==> config.mk <==
export PLATFORM = sky130hd
export DESIGN_NAME = rv32im_dmem_ctrl_flat
export DESIGN_NICKNAME = d
export VERILOG_FILES = /design/src/rtl/rv32im_dmem_ctrl_if.sv /design/src/rtl/rv32im_dmem_ctrl.sv /design/src/flat_wrapper.sv
export SDC_FILE = /design/constraint.sdc
export NUM_CORES = 1
export LEC_CHECK = 0
export BUFFER_PORTS_ARGS = -buffer_cell sky130_fd_sc_hd__buf_2
export CAP_MARGIN = 25
export CELL_PAD_IN_SITES_DETAIL_PLACEMENT = 2
export CELL_PAD_IN_SITES_GLOBAL_PLACEMENT = 2
export CORE_ASPECT_RATIO = 1.1
export CORE_MARGIN = 10
export CORE_UTILIZATION = 25
export DETAILED_ROUTE_END_ITERATION = 7
export GPL_TIMING_DRIVEN = 0
export PLACE_DENSITY = 0.75
export REMOVE_ABC_BUFFERS = 1
export SLEW_MARGIN = 20
export SYNTH_ARGS = -nofsm -noshare
export SYNTH_HDL_FRONTEND = slang
export SYNTH_SLANG_ARGS = --single-unit
==> constraint.sdc <==
create_clock -name clk_i -period 9.4 [get_ports clk_i]
set_input_delay 0.94 -clock clk_i [delete_from_list [all_inputs] [get_ports clk_i]]
set_output_delay 0.94 -clock clk_i [all_outputs]
set_load 0.05 [all_outputs]
==> src/rtl/rv32im_dmem_ctrl_if.sv <==
// rv32im_dmem_ctrl_if: request/grant/response data-bus bundle between the controller and memory.
interface rv32im_dmem_ctrl_if #(
  parameter int ADDR_WIDTH = 32,
  parameter int DATA_WIDTH = 32
);
  logic                  req;
  logic                  we;
  logic [ADDR_WIDTH-1:0] addr;
  logic [3:0]            be;
  logic [DATA_WIDTH-1:0] wdata;
  logic                  gnt;
  logic                  rvalid;
  logic [DATA_WIDTH-1:0] rdata;
  modport master(output req, we, addr, be, wdata, input gnt, rvalid, rdata);
  modport slave(input req, we, addr, be, wdata, output gnt, rvalid, rdata);
endinterface

==> src/rtl/rv32im_dmem_ctrl.sv <==
// rv32im_dmem_ctrl: data-memory access controller with stall, misalign detection and bus timeout.
module rv32im_dmem_ctrl #(
  parameter int ADDR_WIDTH     = 32,
  parameter int DATA_WIDTH     = 32,
  parameter int TIMEOUT_CYCLES = 64
) (
  input  logic                  clk_i,
  input  logic                  rst_i,
  input  logic                  valid_i,
  input  logic                  we_i,
  input  logic [1:0]            size_i,
  input  logic [ADDR_WIDTH-1:0] addr_i,
  input  logic [DATA_WIDTH-1:0] wdata_i,
  output logic                  stall_o,
  output logic                  done_o,
  output logic [DATA_WIDTH-1:0] rdata_o,
  output logic                  misalign_o,
  output logic                  err_o,
  rv32im_dmem_ctrl_if.master    bus
);
  localparam int CW = $clog2(TIMEOUT_CYCLES);
  typedef enum logic [1:0] {IDLE, REQ, RESP, DONE} state_t;
  state_t                state_q, state_d;
  logic [CW-1:0]         cnt_q;
  logic                  we_q, mis_q, err_q;
  logic [ADDR_WIDTH-1:0] addr_q;
  logic [3:0]            be_q, be_d;
  logic [DATA_WIDTH-1:0] wdata_q, wdata_d, rdata_q;
  logic                  misalign, busy, complete, tmo;
  assign misalign = (size_i == 2'd1 && addr_i[0]) || (size_i[1] && addr_i[1:0] != 2'b00);
  assign be_d     = size_i == 2'd0 ? 4'b0001 << addr_i[1:0] : size_i == 2'd1 ? 4'b0011 << addr_i[1:0] : 4'b1111;
  assign wdata_d  = size_i == 2'd0 ? {4{wdata_i[7:0]}} : size_i == 2'd1 ? {2{wdata_i[15:0]}} : wdata_i;
  assign busy     = state_q == REQ || state_q == RESP;
  assign complete = state_q == REQ ? bus.gnt && bus.rvalid : state_q == RESP && bus.rvalid;
  // A completion landing on the last allowed cycle beats the timeout.
  assign tmo      = busy && cnt_q == CW'(TIMEOUT_CYCLES - 1) && !complete;
  always_comb begin
    state_d = state_q;
    state_d = state_q == IDLE ? (valid_i ? (misalign ? DONE : REQ) : IDLE)
            : state_q == REQ  ? (complete || tmo ? DONE : bus.gnt ? RESP : REQ)
            : state_q == RESP ? (complete || tmo ? DONE : RESP)
            : IDLE;
  end
  always_ff @(posedge clk_i or posedge rst_i) begin
    if (rst_i) begin
      state_q <= IDLE;
      cnt_q   <= '0;
      we_q    <= 1'b0;
      addr_q  <= '0;
      be_q    <= '0;
      wdata_q <= '0;
      rdata_q <= '0;
      mis_q   <= 1'b0;
      err_q   <= 1'b0;
    end else begin
      state_q <= state_d;
      cnt_q   <= busy ? cnt_q + 1'b1 : '0;
      if (state_q == IDLE && valid_i) begin
        mis_q <= misalign;
        err_q <= 1'b0;
        if (!misalign) begin
          we_q    <= we_i;
          addr_q  <= {addr_i[ADDR_WIDTH-1:2], 2'b00};
          be_q    <= be_d;
          wdata_q <= wdata_d;
        end
      end
      if (tmo) err_q <= 1'b1;
      if (complete && !we_q) rdata_q <= bus.rdata;
    end
  end
  assign stall_o    = (state_q == IDLE && valid_i) || busy;
  assign done_o     = state_q == DONE;
  assign misalign_o = done_o && mis_q;
  assign err_o      = done_o && err_q;
  assign rdata_o    = rdata_q;
  assign bus.req    = state_q == REQ;
  assign bus.we     = we_q;
  assign bus.addr   = addr_q;
  assign bus.be     = be_q;
  assign bus.wdata  = wdata_q;
endmodule

==> src/flat_wrapper.sv <==
// flat-port wrapper written by rule: the top's interface ports become plain ports
module rv32im_dmem_ctrl_flat 
#(
  parameter int ADDR_WIDTH     = 32,
  parameter int DATA_WIDTH     = 32,
  parameter int TIMEOUT_CYCLES = 64
)
  (clk_i, rst_i, valid_i, we_i, size_i, addr_i, wdata_i, stall_o, done_o, rdata_o, misalign_o, err_o, bus_req, bus_we, bus_addr, bus_be, bus_wdata, bus_gnt, bus_rvalid, bus_rdata);
  rv32im_dmem_ctrl_if #(.ADDR_WIDTH(ADDR_WIDTH), .DATA_WIDTH(DATA_WIDTH)) bus_i ();
  input  logic clk_i;
  input  logic rst_i;
  input  logic valid_i;
  input  logic we_i;
  input  logic [1:0] size_i;
  input  logic [ADDR_WIDTH-1:0] addr_i;
  input  logic [DATA_WIDTH-1:0] wdata_i;
  output logic stall_o;
  output logic done_o;
  output logic [DATA_WIDTH-1:0] rdata_o;
  output logic misalign_o;
  output logic err_o;
  output wire logic [$bits(bus_i.req)-1:0] bus_req;
  output wire logic [$bits(bus_i.we)-1:0] bus_we;
  output wire logic [$bits(bus_i.addr)-1:0] bus_addr;
  output wire logic [$bits(bus_i.be)-1:0] bus_be;
  output wire logic [$bits(bus_i.wdata)-1:0] bus_wdata;
  input wire logic [$bits(bus_i.gnt)-1:0] bus_gnt;
  input wire logic [$bits(bus_i.rvalid)-1:0] bus_rvalid;
  input wire logic [$bits(bus_i.rdata)-1:0] bus_rdata;
  assign bus_req = bus_i.req;
  assign bus_we = bus_i.we;
  assign bus_addr = bus_i.addr;
  assign bus_be = bus_i.be;
  assign bus_wdata = bus_i.wdata;
  assign bus_i.gnt = bus_gnt;
  assign bus_i.rvalid = bus_rvalid;
  assign bus_i.rdata = bus_rdata;
  rv32im_dmem_ctrl #(.ADDR_WIDTH(ADDR_WIDTH), .DATA_WIDTH(DATA_WIDTH), .TIMEOUT_CYCLES(TIMEOUT_CYCLES)) u_core (.clk_i(clk_i), .rst_i(rst_i), .valid_i(valid_i), .we_i(we_i), .size_i(size_i), .addr_i(addr_i), .wdata_i(wdata_i), .stall_o(stall_o), .done_o(done_o), .rdata_o(rdata_o), .misalign_o(misalign_o), .err_o(err_o), .bus(bus_i));
endmodule
# [After elaboration in Yosys (flattened, before gate mapping)]
# Index checks and enable logic that the tools add are counted.
[word_totals] elab_cells=55 out_inout_bits=106 in_bits=104 register_bits=109
[classes] n_eq_ne=5 add_sub_neg=1 n_shift=2 muxes=16 reduce_logical=21 bitwise_logic=1
[ops] op="32-bit 2-to-1 mux" count=2
[ops] op="2-bit 2-to-1 mux" count=7
[ops] op="1-bit logical AND" count=10
[ops] op="4-bit 2-to-1 mux" count=2
[ops] op="6-bit by 1-bit adder with 6-bit output (second input constant)" count=1
[ops] op="6-bit == test (second input constant)" count=1
[ops] op="6-bit 2-to-1 mux" count=1
[ops] op="2-bit by 1-bit == test with 1-bit output (second input constant)" count=2
[ops] op="2-bit == test (second input constant)" count=2
[ops] op="2-bit logical NOT" count=2
[ops] op="1-bit logical OR" count=4
[ops] op="1-bit 2-to-1 mux" count=4
[ops] op="2-bit nonzero test" count=2
[ops] op="1-bit by 2-bit left shift with 4-bit output (first input constant)" count=1
[ops] op="2-bit by 2-bit left shift with 4-bit output (first input constant)" count=1
[ops] op="1-bit logical NOT" count=2
[ops] op="2-bit AND reduction" count=1
[ops] op="1-bit NOT" count=1

# [Longest topological paths before layout]
[logic_depth] depth_word=10 depth_mapped=7 mapped_depth_nobuf=5

# [Worst setup path before layout]
# OpenSTA, ideal clock, no wires.
[synth_path] path_kind="input port to output port" start="in valid_i" end="out stall_o" setup_slack_ns=7.074 t_arrival_ns=1.386 path_stages=2 required_time_ns=8.460 n_path_buf=0 cell_sequence="nand2_1 > nand2_1"
[synth_between] elab_chain_cells=2
[synth_rtl] element="start: declaration" line_no="flat_wrapper.sv:12" rtl="input logic valid_i;"
[synth_rtl] element="1-bit logical AND" line_no="rv32im_dmem_ctrl.sv:72" rtl="assign stall_o = (state_q == IDLE && valid_i) || busy;"
[synth_rtl] element="1-bit logical OR" line_no="rv32im_dmem_ctrl.sv:72"
[synth_rtl] element="end: declaration" line_no="flat_wrapper.sv:17" rtl="output logic stall_o;"
# No other way between the ends.

# [Worst setup path in the final report]
[layout_path] start="in size_i[0]" end="reg u_core.addr_q[6], in the netlist u_core.bus.addr[6]"
[layout_between] elab_chain_cells=5
[layout_rtl] element="start: declaration" line_no="flat_wrapper.sv:14" rtl="input logic [1:0] size_i;"
[layout_rtl] element="2-bit by 1-bit == test with 1-bit output" line_no="rv32im_dmem_ctrl.sv:30" rtl="assign misalign = (size_i == 2'd1 && addr_i[0]) || (size_i[1] && addr_i[1:0] != 2'b00);"
[layout_rtl] element="1-bit logical AND" line_no="rv32im_dmem_ctrl.sv:30"
[layout_rtl] element="1-bit logical OR" line_no="rv32im_dmem_ctrl.sv:30"
[layout_rtl] element="1-bit NOT (no line)"
[layout_rtl] element="2-bit AND reduction (no line)"
[layout_rtl] element="end signal: assignment" line_no="rv32im_dmem_ctrl.sv:63" rtl="addr_q <= {addr_i[ADDR_WIDTH-1:2], 2'b00};"
[layout_rtl] element="end: declaration" line_no="rv32im_dmem_ctrl.sv:26" rtl="logic [ADDR_WIDTH-1:0] addr_q;"
# No other way between the ends.
# A chain may end at the register's enable or synchronous reset.

==> results_dict.tcl <==
set metrics [dict create \
    setup_viol 0 \
    die_y_um 164.4 \
    ys.flop_type "dfrtp_1" \
    max_freq_ghz 0.3649 \
    min_to "u_core.cnt_q[0]" \
    pin_count 210 \
    grt_pass1_wl_mm 23.88 \
    grt_max_degree 62 \
    slew_headroom_pct 44.30 \
    hpwlAfterDp_mm 12.53 \
    ir_drop_mv 0.1723 \
    cts_tree "yes" \
    setup.worst_path.start_class "input pin" \
    cts_sinks 109 \
    cts_hold_buf 0 \
    synth_largest_area_cell "dfrtp_1" \
    required_ps 9620 \
    clock-skew-final_ps 8.344 \
    io_buffers 207 \
    rr_worst_depth 6 \
    drc 0 \
    path_class "input pin to register" \
    r2r_setup_slack_ps 7010 \
    drt-initial-drc-count 97 \
    final.period_utilization_pct 29.16 \
    reg2reg_from "u_core.state_q[1]" \
    wirelength_mm 15.56 \
    period_minus_slack_ps 2741 \
    syn_area_per_cell_um2 14.26 \
    yosys-top-cells-area "dfrtp_1 (58%), mux2_2 (20%), mux2_1 (7.4%)" \
    synth_seq_cells 109 \
    rsz0062_at_grt "no" \
    antenna_found_initial 1 \
    gp_congestion 0.7472 \
    leakage_nw 3.122 \
    post_drt_wl_per_cell_um 19.69 \
    ys_types 35 \
    cts_root_buf "clkbuf_16" \
    status "complete, no violations" \
    crit_fanout 20 \
    ctsResizeCount 0 \
    numCtsBuffers 9 \
    synth_cells 332 \
    grt-ovfl-total 0 \
    async_flop_share_pct 100.0 \
    power_density_mw_per_mm2 419.1 \
    die_area_mm2 0.02485 \
    dpl.cell_count 772 \
    setup_ws_ps 6659 \
    layout-drive-gt1-share_pct 57.80 \
    clock_latency_ps 350 \
    netlist.area_leader.share_pct 57.60 \
    fp.dieW_um 151.2 \
    core_area_mm2 0.01854 \
    min-delay-path-class "register to register" \
    via_per_inst 4.396 \
    holdPathStages 1 \
    start_util_pct 25.54 \
    timing.max_cap.violations 0 \
    htreeDepth 3 \
    fin_util_pct 34.53 \
    endpoint_kind "register" \
    synth_most_common_cell "dfrtp_1" \
    tightest_slew_ps 832.8 \
    cp-startpoint "size_i[0]" \
    syn-cell-area_mm2 0.004736 \
    ant_nets 0 \
    row_count 52 \
    yosys-top-cells-count "dfrtp_1 (109), mux2_2 (83), mux2_1 (31)" \
    hold_viol_final 0 \
    ys_warn_count 0 \
    instances_no_fill 790 \
    final.setup.tns_ps 0 \
    cts_buffer_depth 2 \
    dr.pass1.iters 4 \
    report.final.slew_viol_count 0 \
    route.vias.total 3473 \
    min_from "u_core.cnt_q[0]" \
    synth-edff-count 0 \
    reg2reg_to "u_core.rdata_o[4]" \
    track_usage_pct 12.44 \
    postCtsSetupRepairBufs 0 \
    path_clk_slew_ps 70 \
    num-nets-final 653 \
    area.growth.synth_to_final_pct 35.22 \
    grt_pass1_vias 4132 \
    cp.arrival_ps 2960 \
    place_ws_ps 6275 \
    ys_seq_area_share_pct 57.60 \
]
state kept, by name (all words and copies together), names as in the netlist:
name              cells
u_core.bus.wdata     32
u_core.rdata_o       32
u_core.bus.addr      30
u_core.cnt_q          6
u_core.bus.be         4
u_core.state_q        2
u_core.bus.we         1
u_core.err_q          1
u_core.mis_q          1
critical path, stage by stage:
cell and delay, ps:
buf_2 380, nand2_1 250, o2111ai_4 600, buf_16 240, buf_16 180, mux2_1 340
how the worst max path moves through the flow:
stage | end | depth (start not counted)
floorplan | u_core.bus.addr[10] | 1
global placement | u_core.bus.wdata[5] | 2
finish | u_core.bus.addr[6] | 6
CTS | u_core.bus.addr[6] | 6
global route | u_core.bus.addr[6] | 6
detailed placement | u_core.bus.addr[6] | 6
per-stage QoR:
| stage | hold slack, ps | cell area [um2] | total power [mW] |
|---|---|---|---|
| after floorplan | 425.0 | 4628 | 1.917 |
| after global placement | 442.2 | 5968 | 2.281 |
| after detailed placement | 457.8 | 6116 | 2.355 |
| after CTS | 468.8 | 6399 | 2.740 |
| final | 465.6 | 6404 | 2.684 |
| after global routing | 492.8 | 6401 | 2.833 |
power by group:
part           total [mW]  switching (mW)  leakage (nW)  internal, mW
Clock               0.369           0.180         0.139         0.189
Combinational        1.50            1.11          1.68         0.394
Sequential          0.814           0.118          1.31         0.695
Total                2.68            1.41          3.12          1.28
cells in the final DEF (no fill, tap or decap), types with 3 or more instances in the layout:
master / netlist / routed
clkbuf_16: 0 / 9
mux2i_1: 11 / 11
o21ai_0: 10 / 10
mux2_2: 83 / 83
dfrtp_1: 109 / 109
nor2_1: 7 / 7
nand2_1: 15 / 15
and2_1: 4 / 4
buf_2: 5 / 207
a21oi_1: 3 / 3
mux2_1: 31 / 31
buf_16: 0 / 4
inv_1: 11 / 10
ha_1: 9 / 9
inv_6: 0 / 3
cell families (layout without fill, tap and decap cells):
logic type	after synthesis	after routing	share of synthesized area (%)
buffers and inverters	27	239	3.223
DFF	109	109	57.60
AOI/OAI and AO/OA	23	23	3.223
and+or+nand+nor	35	35	3.514
adders and majority gates	9	9	2.378
muxes	125	125	29.43
xor gates and xnor gates	3	3	0.5549
other	1	4	0.07918
final cells by class:
| cell class | count | area [um2] |
|---|---|---|
| fillers | 1974 | 12140 |
| flip-flops and latches | 109 | 2728 |
| multi-input cells | 197 | 1877 |
| repair buffers | 212 | 1161 |
| well taps | 243 | 304.0 |
| clock buffers | 10 | 239.0 |
| inverters | 11 | 46.29 |
| clock inverters | 6 | 43.79 |
| diodes | 2 | 5.005 |
metal layers:
| layer | share of wire (%) | vias to the layer above | global-route usage, % |
|---|---|---|---|
| met5 | 0 | - | 0 |
| met4 | 1.0 | 0 | 3.546 |
| met3 | 8.9 | 9 | 4.844 |
| met2 | 56 | 106 | 23.10 |
| met1 | 34 | 1787 | 12.47 |
| li1 | - | 1571 | - |
Power figures use the tool's default switching activity.
